$ cat src/rtl/pc_seq_pkg.sv
// pc_seq_pkg: jump-type encoding shared with the decoder and the sequencer FSM states
package pc_seq_pkg;
    localparam logic [2:0] JT_NONE = 3'b000;
    localparam logic [2:0] JT_JZ   = 3'b001;
    localparam logic [2:0] JT_JNZ  = 3'b010;
    localparam logic [2:0] JT_JC   = 3'b011;
    localparam logic [2:0] JT_JNC  = 3'b100;
    localparam logic [2:0] JT_JMP  = 3'b101;
    localparam logic [2:0] JT_JSB  = 3'b110;
    localparam logic [2:0] JT_RET  = 3'b111;
    typedef enum logic {RUN, FAULT} state_t;
endpackage

$ cat src/rtl/return_stack.sv
// return_stack: LIFO of return addresses, synchronous write, combinational top-of-stack read
module return_stack #(
    parameter int W     = 12,
    parameter int DEPTH = 8,
    parameter int LW    = $clog2(DEPTH + 1)
) (
    input  logic          clk,
    input  logic          rst,
    input  logic          push,
    input  logic          pop,
    input  logic [W-1:0]  din,
    output logic [W-1:0]  top,
    output logic [LW-1:0] level,
    output logic          full,
    output logic          empty
);
    localparam int AW = DEPTH > 1 ? $clog2(DEPTH) : 1;
    logic [W-1:0]  mem [DEPTH];
    logic [LW-1:0] tix;
    // entry storage has no reset; only the level is architecturally visible after reset
    always_ff @(posedge clk)
        if (push && !full) mem[level[AW-1:0]] <= din;
    // occupancy counter
    always_ff @(posedge clk or posedge rst)
        if (rst) level <= '0;
        else if (push && !full) level <= level + 1'b1;
        else if (pop && !empty) level <= level - 1'b1;
    // top is the last written entry; index pinned to 0 when empty to stay in range
    always_comb begin
        full  = level == LW'(DEPTH);
        empty = level == '0;
        tix   = empty ? '0 : level - 1'b1;
        top   = mem[tix[AW-1:0]];
    end
endmodule

$ cat src/rtl/pc_sequencer.sv
// pc_sequencer: PC register, flag register, branch resolution and call/return with stack fault trap
module pc_sequencer
    import pc_seq_pkg::*;
#(
    parameter int          PC_W        = 12,
    parameter int          STACK_DEPTH = 8,
    parameter logic [PC_W-1:0] RESET_PC = '0,
    parameter int          LW          = $clog2(STACK_DEPTH + 1)
) (
    input  logic            clk,
    input  logic            rst,
    input  logic            en,
    input  logic [2:0]      jump_type,
    input  logic [PC_W-1:0] target,
    input  logic            flags_we,
    input  logic            alu_zero,
    input  logic            alu_cout,
    input  logic            err_clr,
    output logic [PC_W-1:0] pc,
    output logic            taken,
    output logic            zf,
    output logic            cf,
    output logic [LW-1:0]   stack_level,
    output logic            overflow,
    output logic            underflow,
    output logic            fault
);
    state_t          state, state_nx;
    logic            act, cond, ovf_ev, unf_ev, full, empty;
    logic [PC_W-1:0] pc_inc, pc_nx, top;

    return_stack #(.W(PC_W), .DEPTH(STACK_DEPTH), .LW(LW)) u_stack (
        .clk(clk), .rst(rst),
        .push(taken && jump_type == JT_JSB), .pop(taken && jump_type == JT_RET),
        .din(pc_inc), .top(top), .level(stack_level), .full(full), .empty(empty)
    );

    // branch resolution from registered flags and stack state, then next-PC mux
    always_comb begin
        act    = en && state == RUN;
        ovf_ev = act && jump_type == JT_JSB && full;
        unf_ev = act && jump_type == JT_RET && empty;
        cond   = jump_type == JT_JZ  ? zf :
                 jump_type == JT_JNZ ? !zf :
                 jump_type == JT_JC  ? cf :
                 jump_type == JT_JNC ? !cf :
                 jump_type == JT_JMP ? 1'b1 :
                 jump_type == JT_JSB ? !full :
                 jump_type == JT_RET ? !empty : 1'b0;
        taken  = act && cond;
        pc_inc = pc + 1'b1;
        pc_nx  = (!act || ovf_ev || unf_ev) ? pc :
                 !taken ? pc_inc :
                 jump_type == JT_RET ? top : target;
    end
    // FSM state register
    always_ff @(posedge clk or posedge rst)
        if (rst) state <= RUN;
        else state <= state_nx;
    // FSM next state: trap on stack misuse, leave only on explicit clear
    always_comb
        state_nx = state == RUN ? ((ovf_ev || unf_ev) ? FAULT : RUN) : (err_clr ? RUN : FAULT);
    // FSM output
    always_comb
        fault = state == FAULT;
    // PC, flags and sticky fault causes
    always_ff @(posedge clk or posedge rst)
        if (rst) begin
            pc        <= RESET_PC;
            zf        <= 1'b0;
            cf        <= 1'b0;
            overflow  <= 1'b0;
            underflow <= 1'b0;
        end else begin
            pc <= pc_nx;
            if (act && flags_we) begin
                zf <= alu_zero;
                cf <= alu_cout;
            end
            if (ovf_ev) overflow <= 1'b1;
            if (unf_ev) underflow <= 1'b1;
            if (fault && err_clr) begin
                overflow  <= 1'b0;
                underflow <= 1'b0;
            end
        end
endmodule
$ cat config.mk
export PLATFORM = sky130hd
export DESIGN_NAME = pc_sequencer
export DESIGN_NICKNAME = d
export VERILOG_FILES = /design/src/rtl/pc_seq_pkg.sv /design/src/rtl/return_stack.sv /design/src/rtl/pc_sequencer.sv
export SDC_FILE = /design/constraint.sdc
export NUM_CORES = 1
export LEC_CHECK = 0
export CORE_ASPECT_RATIO = 1.25
export CORE_MARGIN = 2
export CORE_UTILIZATION = 39
export CTS_BUF_LIST = sky130_fd_sc_hd__clkbuf_16
export DETAILED_ROUTE_END_ITERATION = 12
export GPL_TIMING_DRIVEN = 1
export PLACE_DENSITY_LB_ADDON = 0.08
export SLEW_MARGIN = 20
export SYNTH_ARGS = -nofsm -noshare
export SYNTH_HDL_FRONTEND = slang
export SYNTH_SLANG_ARGS = --single-unit
$ cat constraint.sdc
create_clock -name clk -period 4 [get_ports clk]
set_input_delay 0.4 -clock clk [delete_from_list [all_inputs] [get_ports clk]]
set_output_delay 0.4 -clock clk [all_outputs]
set_load 0.05 [all_outputs]
=== Word-level counts from Yosys, hierarchy flattened ===
Memories as Yosys holds them, arrays and structs flattened.
Cells that the tools add are included.

* $add $sub $neg: 3
* Multipliers: 0
* Div/mod/pow operators: 0
* Magnitude comparators: 0
* Equality and inequality tests: 8
* Shift-type cells: 0
* Muxes and demuxes: 21
* Bitwise logic cells: 1
* Reduce and logical (&&, ||, !) cells: 24

{| class="wikitable"
|+ Operators by type and width
! operator !! count
|-
| $mux W12 || 2
|-
| $mux W1 || 16
|-
| $add A12 B1 Y12 const B || 1
|-
| $eq A3 B3 Y1 const B || 4
|-
| $logic_and A1 B1 Y1 || 12
|-
| $mux W4 || 2
|-
| $eq A3 B2 Y1 const B || 2
|-
| $reduce_bool A2 Y1 || 3
|-
| $logic_not A1 Y1 || 5
|-
| $add A4 B1 Y4 const B || 1
|-
| $eq A4 B4 Y1 const B || 1
|-
| $logic_not A4 Y1 || 1
|-
| $sub A4 B1 Y4 const B || 1
|-
| $eq A3 B1 Y1 const B || 1
|-
| $logic_or A1 B1 Y1 || 3
|-
| $mux W3 || 1
|-
| $not A1 Y1 || 1
|}

* Register bits after elaboration: 21
* Latch bits: 0
* Memory bits (writable): 96
* Bits in read-only memories: 0
* Output and inout bits: 22
* Memories: 1

{| class="wikitable"
|+ Memories
! name !! depth !! bits a word !! rd ports !! clocked after memory_dff !! wr ports !! RTL line !! RTL
|-
| u_stack.mem || 8 || 12 || 1 || 0 || 1 || return_stack.sv:18 || <nowiki>logic [W-1:0] mem [DEPTH];</nowiki>
|}

=== Logic depth before layout (Yosys ltp) ===
Gate-level depths: netlist of run 1.

* Word-level depth: 14
* Depth in mapped cells: 10
* Mapped depth without buffers: 7

=== Hierarchy ===
A second synthesis of run 1 with hierarchy kept.

* Cell total of the unflattened synthesis: 385
* Area, all modules: 5,320.1 µm²

{| class="wikitable"
|+ Modules (own cells, without submodules)
! module !! times used !! cells an instance !! area an instance (µm²)
|-
| return_stack || 1 || 235 || 4,022.6
|-
| pc_sequencer || 1 || 150 || 1,297.5
|}

=== Worst setup path after synthesis of run 1 ===
Ideal clock, no wire load.

* Kind: reg-to-reg
* Start point: register u_stack.level[0]
* End point: register pc[9]
* Arrival: 3.610 ns
* Required time: 3.911 ns
* Slack: 0.301 ns
* Stages on the path, launching flop included: 10
* Buffers on the path: 2
* Cell sequence: dfrtp_1 inv_1 clkbuf_1 ha_1 nand2b_1 o31ai_1 clkbuf_1 nor3_1 o21ai_0 o211ai_1

* Longest elaborated chain between the ends: 11

{| class="wikitable"
|+ Ends and longest elaborated chain
! what !! RTL line !! RTL
|-
| start: declaration || return_stack.sv:13 || <nowiki>output logic [LW-1:0] level,</nowiki>
|-
| start signal: assignment || return_stack.sv:26 || <nowiki>else if (push && !full) level <= level + 1'b1;</nowiki>
|-
| start signal: assignment || return_stack.sv:27 || <nowiki>else if (pop && !empty) level <= level - 1'b1;</nowiki>
|-
| $logic_not A4 Y1 || return_stack.sv:31 || <nowiki>empty = level == '0;</nowiki>
|-
| $logic_not A1 Y1 || pc_sequencer.sv:49 || <nowiki>jump_type == JT_RET ? !empty : 1'b0;</nowiki>
|-
| $mux W1 || pc_sequencer.sv:49 ||
|-
| $mux W1 * || pc_sequencer.sv:48 || <nowiki>jump_type == JT_JSB ? !full :</nowiki>
|-
| $mux W1 * || pc_sequencer.sv:47 || <nowiki>jump_type == JT_JMP ? 1'b1 :</nowiki>
|-
| $mux W1 * || pc_sequencer.sv:46 || <nowiki>jump_type == JT_JNC ? !cf :</nowiki>
|-
| $mux W1 * || pc_sequencer.sv:45 || <nowiki>jump_type == JT_JC ? cf :</nowiki>
|-
| $mux W1 * || pc_sequencer.sv:44 || <nowiki>jump_type == JT_JNZ ? !zf :</nowiki>
|-
| $mux W1 * || pc_sequencer.sv:43 || <nowiki>cond = jump_type == JT_JZ ? zf :</nowiki>
|-
| $logic_and A1 B1 Y1 * || pc_sequencer.sv:50 || <nowiki>taken = act && cond;</nowiki>
|-
| via taken || pc_sequencer.sv:20 || <nowiki>output logic taken,</nowiki>
|-
| $mux W12 * || pc_sequencer.sv:53 || <nowiki>!taken ? pc_inc :</nowiki>
|-
| end signal: assignment || pc_sequencer.sv:75 || <nowiki>pc <= pc_nx;</nowiki>
|-
| end: declaration || pc_sequencer.sv:19 || <nowiki>output logic [PC_W-1:0] pc,</nowiki>
|}

The timed path passes the listed nets; every way through them passes the cells marked *.
A chain may end at the register's enable or synchronous reset.

=== Final worst setup path of run 1 ===
* Start point: register u_stack.level[1]
* End point: output port taken

* Longest elaborated chain between the ends: 10

{| class="wikitable"
|+ Ends and longest elaborated chain
! what !! RTL line
|-
| $logic_not A4 Y1 || return_stack.sv:31
|-
| $logic_not A1 Y1 || pc_sequencer.sv:49
|-
| $mux W1 || pc_sequencer.sv:49
|-
| $mux W1 * || pc_sequencer.sv:48
|-
| $mux W1 * || pc_sequencer.sv:47
|-
| $mux W1 * || pc_sequencer.sv:46
|-
| $mux W1 * || pc_sequencer.sv:45
|-
| $mux W1 * || pc_sequencer.sv:44
|-
| $mux W1 * || pc_sequencer.sv:43
|-
| $logic_and A1 B1 Y1 * || pc_sequencer.sv:50
|-
| end: declaration || pc_sequencer.sv:20
|}

Mark *: on every way between the ends. The rest lies on a longest branch, timed or not.

==> flow_metrics.py, run 1 <==
metrics = {
    "clocking": {
        "clk_latency_ps": 410,
        "cts_made_buffers": 17,
        "cts_setup_buffers": 0,
        "hold_buffers": 0,
        "clkTransAtPathRegs_ps": 50,
        "tritoncts": "built",
        "root_buffer": "clkbuf_16",
        "cts_buffer_depth": 2,
        "htreeDepth": 4,
        "cts_resized": 0,
        "cts.sinks": 117,
    },
    "detailed_routing": {
        "antenna_left": 0,
        "wirelength_um": 14200,
        "first_pass_iters": 5,
        "num_vias": 3789,
        "first_iter_violations": 431,
        "avgViaCountPerCell": 5.71,
        "wl_per_cell_um": 21.3,
        "post-route-drc-count": 0,
    },
    "sta": {
        "tightest_slew_ps": 1080,
        "max_freq_ghz": 0.310,
        "fin_crit_sh": 0.807,
        "finalHoldViolCount": 0,
        "rsz0062_at_grt": "no",
        "relSlewSlack": 0.273,
        "fin_hold_ws_ps": 485,
        "finalMaxSlewViolations": 0,
        "fin_worst_skew_ps": 6.65,
        "setup_ws_ps": 770,
        "setup_violations": 0,
        "setup-tns-final_ps": 0,
        "finalCriticalPeriod_ps": 3230,
    },
    "power_and_ir_drop": {
        "ir_drop_uv": 327,
        "p_per_area_nw_per_um2": 813,
        "leakage_nw": 2.28,
    },
    "grt": {
        "antenna_found_initial": 0,
        "grt_overflow": 0,
        "grt_start_max_net_pins": 53,
        "grt_pass1_vias": 3602,
        "grt_pass1_wl_um": 21400,
        "track_usage": 0.199,
    },
    "logic_synthesis": {
        "synthesis.area_um2": 5410,
        "syn_inst": 427,
        "yosys_warnings": 0,
        "synth_edf_count": 96,
        "synth_ff_type": "edfxtp_1",
        "async_flop_share": 0.179,
        "synth_cell_types": 58,
        "ys_seq_elements": 117,
        "postSynthAreaPerCell_um2": 12.7,
        "synth_nets": 452,
        "synth-seq-area-share": 0.630,
    },
    "place": {
        "dp_hpwl_um": 9190,
        "post-place-ws_ps": 1080,
        "place_congestion": 0.884,
        "io_buffers": 43,
    },
    "floorplanning": {
        "die-area_um2": 14800,
        "num_rows": 48,
        "ios": 44,
        "die_h_um": 136,
        "start_util": 0.395,
        "die_w_um": 109,
        "core_area_um2": 13700,
    },
    "worst_setup_path": {
        "critPathKind": "flop to output port",
        "r2r_cells": 7,
        "cp_cell_sequence": "inv_1 > ha_1 > nand2b_1 > o31ai_2 > buf_4 > nor3_1 > buf_12",
        "worstPathArrival_ps": 2830,
        "critPathSlowestCell": "nor3_1",
        "slowest_delay_ps": 660,
        "crit_required_ps": 3600,
        "cp_max_fo": 20,
        "worstSetupStartpointType": "flop",
        "end_kind": "output port",
    },
    "final_layout": {
        "drive_gt1_frac": 0.139,
        "final_util": 0.486,
        "area_growth_pct": 23.0,
        "layout.nets": 500,
        "diodes": 0,
    },
    "hold_path": {
        "hp-class": "primary input to async pin",
    },
    "run_status": {
        "status": "complete, no violations",
    },
    "run": {
        "drv_cap": 0,
    },
}
## logic make-up (layout without fill, tap and decap cells)
kind of cell / Yosys count / after routing / synth area share
compound gates: 120 / 120 / 0.162
xor+xnor: 14 / 14 / 0.0227
fa+ha+maj: 3 / 3 / 0.00694
buf+inv: 35 / 96 / 0.0261
flops: 117 / 117 / 0.630
mux: 14 / 14 / 0.0289
simple gates: 124 / 124 / 0.124
## where the power goes
group / leakage, nW / switching (mW) / total [mW] / internal (mW)
Sequential: 1.11 / 0.166 / 1.76 / 1.59
Clock: 0.267 / 0.539 / 1.44 / 0.905
Combinational: 0.904 / 1.44 / 2.21 / 0.766
## metal layers
metal | global-route usage | share of wire
met2 | 0.309 | 0.47
met3 | 0.0467 | 0.055
met5 | 0 | 0
met1 | 0.277 | 0.46
met4 | 0.0591 | 0.014
## worst max-delay path, delay by kind of cell (launching register included)
kind / cells / cell delay [ps]
compound gates: 1 / 120
fa+ha+maj: 1 / 270
buf+inv: 3 / 550
flops: 1 / 560
simple gates: 2 / 920
## layout by cell type (no fill, tap or decap), types with 6 or more instances in the layout
cell,n
nor3_1,9
xnor2_1,13
dfrtp_1,20
and3_1,20
nand2_1,31
mux2_2,13
o22ai_1,6
nand2b_1,7
nor2b_1,13
clkbuf_16,17
nand3_1,9
edfxtp_1,96
clkdlybuf4s50_1,42
o21ai_0,19
nor2_1,12
buf_4,13
a21oi_1,12
o32a_1,8
inv_1,8
a211oi_1,29
## through the flow
step	cell area (µm²)	power [mW]	std cells
2_1_floorplan	5410	3.26	427
3_3_place_gp	6090	3.96	631
3_5_place_dp	6090	3.97	631
4_1_cts	6650	5.42	663
5_1_grt	6650	5.68	663
6_report	6650	5.41	663
## state kept, by name, summed over array words and instances (netlist names)
name and cells:
u_stack.mem 96, pc 12, u_stack.level 4, cf 1, fault 1, overflow 1
underflow 1, zf 1
## synthesized netlist by cell type, types with 9 or more instances
cell | n | share of area
nor3_1 | 13 | 0.012
mux2_2 | 13 | 0.027
o21ai_0 | 19 | 0.018
nor2b_1 | 13 | 0.015
dfrtp_1 | 21 | 0.097
clkbuf_1 | 16 | 0.011
a21oi_1 | 12 | 0.011
and3_1 | 20 | 0.023
nor2_1 | 12 | 0.0083
a211oi_1 | 29 | 0.040
nand2_1 | 31 | 0.022
xnor2_1 | 13 | 0.021
nand3_1 | 9 | 0.0083
edfxtp_1 | 96 | 0.53
## path summary, 6_finish.rpt
| kind | endpoint | startpoint | slack (ps) |
|---|---|---|---|
| max | taken | u_stack.level[1] | 770 |
| min reg2reg | underflow | fault | 510 |
| max in group asynchronous | u_stack.level[0] | rst | 2900 |
| max reg2reg | pc[1] | u_stack.level[1] | 1100 |
| min | pc[7] | rst | 490 |
| min in group clk | underflow | fault | 510 |
## layout make-up
type	instances	area, µm²
inverter	8	30.0
clock inverter	15	139
clock buffer	17	425
multi-input combinational	275	1890
tap	175	219
fill	1232	7040
timing repair buffer	56	538
sequential	117	3410
Note: power is estimated with default switching activity, not from simulation.
==> run 2, diff against run 1 <==
==> constraint.sdc (replaced) <==
create_clock -name clk -period 3 [get_ports clk]
set_input_delay 0.3 -clock clk [delete_from_list [all_inputs] [get_ports clk]]
set_output_delay 0.3 -clock clk [all_outputs]
set_load 0.05 [all_outputs]
==> flow_metrics.py, run 2 (synthesis results as in run 1) <==
metrics = {
    "clocking": {
        "hold_buffers": 0,
        "clk_latency_ps": 410,
        "cts_buffer_depth": 2,
        "cts.sinks": 117,
        "cts_made_buffers": 17,
        "root_buffer": "clkbuf_16",
        "cts_resized": 0,
        "tritoncts": "built",
        "htreeDepth": 4,
        "clkTransAtPathRegs_ps": 60,
        "cts_setup_buffers": 0,
    },
    "final_layout": {
        "fillers": 1205,
        "drive_gt1_frac": 0.176,
        "final_common_cell": "edfxtp_1",
        "ff_latch_area_um2": 3410,
        "design_area_um2": 6810,
        "largest_reg_flops": 96,
        "multi_input_area_um2": 1900,
        "most-common-layout-cells": "edfxtp_1, clkdlybuf4s50_1, nand2_1, buf_4, a211oi_1",
        "final_util": 0.497,
        "instances_no_fill": 681,
        "area_growth_pct": 25.9,
        "diodes": 0,
        "layout.nets": 518,
    },
    "worst_setup_path": {
        "r2r_cells": 7,
        "cp_max_fo": 20,
        "worstSetupStartpointType": "flop",
        "reg2reg_to": "pc[0]",
        "crit_required_ps": 3290,
        "worstPathArrival_ps": 3010,
        "ff2ff_setup_slack_ps": 280,
        "critPathKind": "flop to flop",
        "end_kind": "flop",
        "r2r_start": "u_stack.level[0]",
    },
    "detailed_routing": {
        "antenna_left": 0,
        "post-route-drc-count": 0,
        "num_vias": 3924,
        "wl_per_cell_um": 21.4,
        "first_iter_violations": 397,
        "avgViaCountPerCell": 5.76,
        "routed-wl-met2_um": 7030,
        "wirelength_um": 14600,
        "highest-signal-layer": "met4",
        "m1WireLength_um": 6430,
        "first_pass_iters": 5,
        "dr_wl_met3_um": 727,
    },
    "place": {
        "dpl_cell_area_um2": 6230,
        "place_congestion": 0.841,
        "post-place-ws_ps": 317,
        "io_buffers": 43,
        "dp_hpwl_um": 10000,
        "place_inst": 649,
    },
    "floorplanning": {
        "num_rows": 48,
        "die_w_um": 109,
        "die-area_um2": 14800,
        "core_area_um2": 13700,
        "die_h_um": 136,
        "ios": 44,
        "start_util": 0.395,
    },
    "grt": {
        "grt_start_max_net_pins": 53,
        "antenna_found_initial": 0,
        "grt_pass1_wl_um": 22300,
        "grt_overflow": 0,
        "track_usage": 0.209,
        "grt_pass1_vias": 3892,
    },
    "sta": {
        "relSlewSlack": 0.403,
        "rsz0062_at_grt": "no",
        "max_freq_ghz": 0.368,
        "tightest_slew_ps": 894,
        "fin_worst_skew_ps": 11.5,
        "setup_ws_ps": 281,
        "finalMaxSlewViolations": 0,
        "setup_violations": 0,
        "fin_crit_sh": 0.906,
        "finalHoldViolCount": 0,
        "finalCriticalPeriod_ps": 2720,
        "fin_hold_ws_ps": 382,
        "setup-tns-final_ps": 0,
    },
    "power_and_ir_drop": {
        "power_mw": 7.39,
        "p_per_area_nw_per_um2": 1090,
        "leakage_nw": 2.39,
        "ir_drop_uv": 544,
    },
    "run": {
        "drv_cap": 0,
    },
    "hold_path": {
        "hp-class": "primary input to async pin",
    },
    "run_status": {
        "status": "complete, no violations",
    },
}
==> run 2: routing by layer <==
metal,vias to the layer above,GRT usage
met1,1950,0.280
met4,0,0.0963
met5,-,0
met3,31,0.0462
met2,127,0.323
li1,1816,-
==> run 2: critical path, cell delays in order (launching register included) <==
cell	delay, ps
dfrtp_2	400
inv_1	80
ha_1	290
or3b_1	720
a311oi_1	390
nor4_1	90
a211o_1	320
a221o_1	330
==> run 2: worst max path at each step <==
stage | cells after the start | startpoint | end | slack, ps
2_1_floorplan | 7 | u_stack.level[0] | u_stack.mem[1][0] | -360
3_3_place_gp | 7 | u_stack.level[0] | pc[1] | 370
3_5_place_dp | 7 | u_stack.level[0] | pc[0] | 320
4_1_cts | 7 | u_stack.level[0] | pc[0] | 280
5_1_grt | 7 | u_stack.level[1] | pc[1] | 130
6_report | 7 | u_stack.level[0] | pc[0] | 280
==> run 2: final cells by class <==
class                   instances  area share
well taps                     175      0.0321
flip-flops and latches        117       0.501
clock buffers                  17      0.0625
clock inverters                15      0.0224
multi-input cells             275       0.279
repair buffers                 74      0.0988
inverters                       8     0.00441
==> run 2: where the power goes <==
part	total (mW)	leakage [nW]	internal [mW]	switching, mW
clock	1.97	0.278	1.22	0.749
sequential	2.32	1.11	2.12	0.196
combinational	3.10	0.999	1.11	2.00
==> run 3, diff against run 2 <==
--- a/config.mk
+++ b/config.mk
@@ -5,12 +5,14 @@
 export SDC_FILE = /design/constraint.sdc
 export NUM_CORES = 1
 export LEC_CHECK = 0
+export CAP_MARGIN = 20
 export CORE_ASPECT_RATIO = 1.25
 export CORE_MARGIN = 2
 export CORE_UTILIZATION = 39
 export CTS_BUF_LIST = sky130_fd_sc_hd__clkbuf_16
 export DETAILED_ROUTE_END_ITERATION = 12
 export GPL_TIMING_DRIVEN = 1
+export HOLD_SLACK_MARGIN = 0.02
 export PLACE_DENSITY_LB_ADDON = 0.08
 export SLEW_MARGIN = 20
 export SYNTH_ARGS = -nofsm -noshare
==> results of run 3 <==
No change in the layout: final DEF, timing and power equal those of run 2.
